[src/rtl/reaction_pkg.sv]
// Shared definitions for the reaction-timer game core.
// Holds the phase encoding visible on the phase output and the default
// timing constants used by reaction_core.
package reaction_pkg;

  typedef enum logic [1:0] {
    PH_IDLE   = 2'd0,
    PH_COUNT  = 2'd1,
    PH_RESULT = 2'd2,
    PH_SHOW   = 2'd3
  } phase_t;

  localparam int TICK_BASE_DEF = 1000000;
  localparam int BUCKET_DEF    = 30;

endpackage

[src/rtl/reaction_core_btn_edge.sv]
// Rising-edge detector for one already-synchronised button.
// Ports: clk, rst (async active-low), btn (level), press (one-cycle pulse
// on the first cycle btn is seen high). History clears to 0 in reset so a
// button held through reset release is reported as a press.
module btn_edge (
  input  logic clk,
  input  logic rst,
  input  logic btn,
  output logic press
);

  logic btn_prev;

  always_ff @(posedge clk or negedge rst) begin
    if (!rst) btn_prev <= 1'b0;
    else      btn_prev <= btn;
  end

  assign press = btn & ~btn_prev;

endmodule

[src/rtl/reaction_core.sv]
// Reaction-timer game core: pick a difficulty, reveal a random target,
// count up at a mode-dependent rate, stop as close to the target as you can.
//
// Ports:
//   clk        sole clock, rising edge
//   rst        async active-low reset
//   btn_up/dn  mode up/down buttons (synchronised levels)
//   btn_sel    select/stop button (synchronised level)
//   rand_num   free-running random value, sampled as the round target
//   phase      0 IDLE, 1 COUNT, 2 RESULT, 3 SHOW
//   mode       selected difficulty
//   number     displayed value (target, running count or score)
//   led        score bar, more lit LEDs for a closer stop
//   round_cnt  completed rounds, wraps at 256
// Optional (macro REACT_BEST_EN):
//   best_score lowest score seen since reset, all ones after reset
//   new_best   high in RESULT when this round improved best_score
//
// state  | meaning
// IDLE   | mode selectable, sel latches a target
// SHOW   | target displayed, sel starts counting
// COUNT  | number increments once per period, sel or overflow stops
// RESULT | score and bar displayed, sel ends the round
module reaction_core
  import reaction_pkg::*;
#(
  parameter int NUM_W     = 14,
  parameter int LED_N     = 16,
  parameter int NUM_MODES = 3,
  parameter int TICK_BASE = TICK_BASE_DEF,
  parameter int BUCKET    = BUCKET_DEF,
  parameter int MODE_RST  = 1
) (
  input  logic             clk,
  input  logic             rst,
  input  logic             btn_up,
  input  logic             btn_dn,
  input  logic             btn_sel,
  input  logic [NUM_W-1:0] rand_num,
  output logic [1:0]       phase,
  output logic [1:0]       mode,
  output logic [NUM_W-1:0] number,
  output logic [LED_N-1:0] led,
  output logic [7:0]       round_cnt
`ifdef REACT_BEST_EN
  ,
  output logic [NUM_W-1:0] best_score,
  output logic             new_best
`endif
);

  localparam int TICK_W = $clog2(TICK_BASE + 1);
  localparam logic [NUM_W-1:0] NUM_MAX = '1;

  logic up_press, dn_press, sel_press;

  btn_edge u_up  (.clk(clk), .rst(rst), .btn(btn_up),  .press(up_press));
  btn_edge u_dn  (.clk(clk), .rst(rst), .btn(btn_dn),  .press(dn_press));
  btn_edge u_sel (.clk(clk), .rst(rst), .btn(btn_sel), .press(sel_press));

  phase_t             phase_q, phase_d;
  logic [1:0]         mode_q, mode_d;
  logic [NUM_W-1:0]   number_q, number_d;
  logic [NUM_W-1:0]   target_q, target_d;
  logic [LED_N-1:0]   led_q, led_d;
  logic [7:0]         round_q, round_d;
  logic [TICK_W-1:0]  tick_q, tick_d;
  logic [TICK_W-1:0]  period;
  logic [NUM_W-1:0]   score;
  logic [31:0]        off;
  logic [LED_N-1:0]   bar;
`ifdef REACT_BEST_EN
  logic [NUM_W-1:0]   best_q, best_d;
  logic               nb_q, nb_d;
`endif

  // mode cannot change outside IDLE, so the period is frozen for the round
  assign period = TICK_W'(TICK_BASE >> mode_q);
  assign score  = (number_q >= target_q) ? number_q - target_q : target_q - number_q;
  assign off    = 32'(score) / 32'(BUCKET);
  // ~((1<<off)-1) is all ones shifted left by off
  assign bar    = (32'(score) >= 32'(LED_N * BUCKET)) ? LED_N'(0) : ({LED_N{1'b1}} << off);

  always_comb begin
    phase_d  = phase_q;
    mode_d   = mode_q;
    number_d = number_q;
    target_d = target_q;
    led_d    = led_q;
    round_d  = round_q;
    tick_d   = tick_q;
`ifdef REACT_BEST_EN
    best_d   = best_q;
    nb_d     = nb_q;
`endif
    case (phase_q)
      PH_IDLE: begin
        if (up_press && !dn_press && int'(mode_q) < NUM_MODES - 1)
          mode_d = mode_q + 2'd1;
        else if (dn_press && !up_press && mode_q != 2'd0)
          mode_d = mode_q - 2'd1;
        if (sel_press) begin
          target_d = (rand_num == '0) ? NUM_W'(1) : rand_num;
          number_d = (rand_num == '0) ? NUM_W'(1) : rand_num;
          phase_d  = PH_SHOW;
        end
      end
      PH_SHOW: begin
        if (sel_press) begin
          number_d = '0;
          tick_d   = '0;
          phase_d  = PH_COUNT;
        end
      end
      PH_COUNT: begin
        // stop wins over a coincident tick wrap: score uses the current number
        if (sel_press || number_q == NUM_MAX) begin
          phase_d  = PH_RESULT;
          number_d = score;
          led_d    = bar;
`ifdef REACT_BEST_EN
          if (score < best_q) begin
            best_d = score;
            nb_d   = 1'b1;
          end else begin
            nb_d   = 1'b0;
          end
`endif
        end else if (tick_q == period - TICK_W'(1)) begin
          tick_d   = '0;
          number_d = number_q + NUM_W'(1);
        end else begin
          tick_d   = tick_q + TICK_W'(1);
        end
      end
      PH_RESULT: begin
        if (sel_press) begin
          phase_d  = PH_IDLE;
          led_d    = '0;
          number_d = '0;
          round_d  = round_q + 8'd1;
`ifdef REACT_BEST_EN
          nb_d     = 1'b0;
`endif
        end
      end
      default: phase_d = PH_IDLE;
    endcase
  end

  always_ff @(posedge clk or negedge rst) begin
    if (!rst) begin
      phase_q  <= PH_IDLE;
      mode_q   <= 2'(MODE_RST);
      number_q <= '0;
      target_q <= '0;
      led_q    <= '0;
      round_q  <= '0;
      tick_q   <= '0;
`ifdef REACT_BEST_EN
      best_q   <= '1;
      nb_q     <= 1'b0;
`endif
    end else begin
      phase_q  <= phase_d;
      mode_q   <= mode_d;
      number_q <= number_d;
      target_q <= target_d;
      led_q    <= led_d;
      round_q  <= round_d;
      tick_q   <= tick_d;
`ifdef REACT_BEST_EN
      best_q   <= best_d;
      nb_q     <= nb_d;
`endif
    end
  end

  assign phase     = phase_q;
  assign mode      = mode_q;
  assign number    = number_q;
  assign led       = led_q;
  assign round_cnt = round_q;
`ifdef REACT_BEST_EN
  assign best_score = best_q;
  assign new_best   = nb_q;
`endif

endmodule
[config.mk]
export PLATFORM = sky130hd
export DESIGN_NAME = reaction_core
export DESIGN_NICKNAME = d
export VERILOG_FILES = /design/src/rtl/reaction_pkg.sv /design/src/rtl/reaction_core_btn_edge.sv /design/src/rtl/reaction_core.sv
export SDC_FILE = /design/constraint.sdc
export NUM_CORES = 1
export LEC_CHECK = 0
export CAP_MARGIN = 20
export CORE_MARGIN = 5
export CORE_UTILIZATION = 32
export DETAILED_ROUTE_END_ITERATION = 12
export PLACE_DENSITY_LB_ADDON = 0.25
export SYNTH_ARGS = -nofsm -noshare
export SYNTH_HDL_FRONTEND = slang
export SYNTH_SLANG_ARGS = --single-unit
[constraint.sdc]
create_clock -name clk -period 9.3 [get_ports clk]
set_input_delay 1.395 -clock clk [delete_from_list [all_inputs] [get_ports clk]]
set_output_delay 1.395 -clock clk [all_outputs]
set_load 0.1 [all_outputs]
==> results.yml <==
run_status:
  status: "finished, final reports clean"
synthesis:
  synthAdderAreaFrac_pct: 8.871
  synth_top_area_share_pct: 28.83
  yosys.area_share.simple_pct: 20.53
  async_reset_ff_share_pct: 100.0
  synth.avg_cell_area_um2: 8.463
  synthFlopType: "dfrtp_1"
  synth_xor_area_share_pct: 8.113
  synth_edf_count: 0
  syn_inst: 800
  synth-compound-area-share_pct: 25.08
  synth_top_cells_by_count: "dfrtp_1 (78), nor2_1 (78), a21oi_1 (63)"
  yosys_warnings: 0
  yosys.area.top_type: "dfrtp_1"
  synth_top_family_by_area: "compound AO/OA/AOI/OAI gates"
  syn_area_mm2: 0.006770
  muxShareOfSynthArea_pct: 4.066
  synth-seq-area-share_pct: 29.22
  ys_types: 80
  ys_top_cells_by_area: "dfrtp_1 (29%), ha_1 (8.1%), a21oi_1 (4.7%)"
  synth_nets: 865
  synth-seq-cells: 79
place:
  post-dp-hpwl_um: 14820
  gp_congestion: 0.9195
  port_buffers: 60
clocking:
  cts-hold-fix-buffers: 0
  clock_latency_ns: 0.35
  cts_buffer_depth: 2
  cts-root-buf: "clkbuf_16"
  cts_sinks: 79
  cts_tree: "built"
  h-tree-depth: 3
  cts-buffers-inserted: 9
  clk_pin_slew_ns: 0.07
  postCtsSetupBuffers: 0
  ctsResizeCount: 0
cells_and_area:
  synthToLayoutAreaGrowth_pct: 17.91
  fin_nets: 914
  diodes: 0
  drive_gt1_share_pct: 8.782
  fill_cells: 2167
timing:
  slew_headroom_pct: 32.43
  rsz0062_at_grt: "no"
  setup_tns_ns: 0
  worst_pin_slew_ns: 1.010
  maxSlewViolCount: 0
  skew_ns: 0.01072
  setup_viol: 0
  layout_min_cycle_time_ns: 8.300
  min_period_over_period_pct: 89.25
  hold_viol_final: 0
  timing.fmax_mhz: 120.5
  holdWs_ns: 0.4817
global_routing:
  antenna_found_initial: 0
  overflow: 0
  grt_start_max_net_pins: 80
  grt_pass1_vias: 6024
  grtUsageTotal_pct: 16.05
  grt_pass1_wl_um: 31770
routing:
  drtIter0Drc: 356
  wl_per_cell_um: 17.19
  wirelength_um: 19410
  first_pass_iters: 8
  drc_errors: 0
  ant_nets: 0
  vias_per_cell: 5.477
  vias: 6184
die:
  die_area_mm2: 0.02417
  core_region_area_mm2: 0.02096
  core.rowCount: 53
  die-height_um: 155.5
  ioPinCount: 61
  start_util_pct: 32.31
  die_x_um: 155.5
worst_setup_path:
  worst_path_largest_cell_delay_ns: 0.49
  crit_start: "number[7]"
  path_delay_family: "compound AO/OA/AOI/OAI gates"
  regToRegStartpoint: "number[7]"
  critical_path.slowest_cell: "ha_1"
  startpoint_type: "register"
  crit_required_ns: 9.59
  worstPathMaxFanout: 12
  cp-end-kind: "register"
  worstPathArrival_ns: 8.59
  criticalPathCategory: "register to register"
  path_buf_inv: 2
flow_run:
  maxCapViolations: 0
worst_hold_path:
  hp-class: "register to register"
  min_from: "round_cnt[7]"
-- placed cells by master, fill, tap and decap left out, types with 5 or more instances in the layout --
cell type,instances
a211o_1,6
a211oi_1,13
a21o_1,13
a21oi_1,63
a221o_1,5
a221oi_1,14
a22o_1,7
a31oi_1,6
and2_1,6
and3_1,14
and4_1,8
buf_4,5
clkbuf_16,9
clkdlybuf4s50_1,59
dfrtp_1,78
ha_1,44
inv_1,43
mux2_2,18
mux2i_1,5
nand2_1,60
nand2b_1,9
nand3_1,30
nand4_1,10
nor2_1,78
nor2b_1,5
nor3_1,24
nor4_1,9
o211ai_1,6
o21a_1,6
o21ai_0,32
o31a_1,7
o31ai_1,6
or2_2,5
or3_1,10
xnor2_1,34
xor2_1,25
-- worst paths after layout --
path	cells past startpoint	slack, ns	to
hold reg to reg	1	0.48	round_cnt[7]
setup / recovery	28	1.0	led[12]
hold / removal	1	0.48	round_cnt[7]
max in group asynchronous	2	7.74	led[14]
min in group asynchronous	1	0.98	tick_q[7]
setup reg to reg	28	1.0	led[12]
-- final cells by class --
class | instances | area (µm²) | share of cell area (%)
clock inverter | 7 | 80.08 | 1.003
sequential | 79 | 1978 | 24.78
timing repair buffer | 66 | 670.6 | 8.401
clock buffer | 9 | 225.2 | 2.821
multi-input combinational | 649 | 4519 | 56.61
tap | 275 | 344.1 | 4.310
inverter | 44 | 165.2 | 2.069
-- cell families after synthesis --
family,count (synthesis)
mux,24
fa+ha+maj,47
flops,79
simple gates,282
compound gates,235
xor+xnor,61
buf+inv,72
-- layer usage --
| metal | track usage (%) | part of all wire, % | vias up |
|---|---|---|---|
| met1 | 21.14 | 46 | 2958 |
| met5 | 0 | 0 | - |
| li1 | - | - | 3050 |
| met2 | 26.70 | 48 | 147 |
| met4 | 5.211 | 2.3 | 0 |
| met3 | 2.865 | 4.2 | 29 |
-- registers in the layout, indices dropped and copies added, names as in the netlist --
name,count
led,16
mode,2
number,14
phase,2
round_cnt,8
target_q,14
tick_q,20
u_dn.btn_prev,1
u_sel.btn_prev,1
u_up.btn_prev,1
-- through the flow --
stage	setup slack, ns	util, %	area, µm²	cells
floorplan	1.631	-	6770	800
finish	0.9995	38.09	7983	1129
CTS	1.150	37.82	7925	1125
detailed placement	1.169	36.36	7620	1109
global placement	1.421	36.36	7620	1109
global route	0.4847	38.09	7983	1129
Power is not shown: default switching activity piles up to over one toggle a cycle in this logic, so the estimate is an artifact.
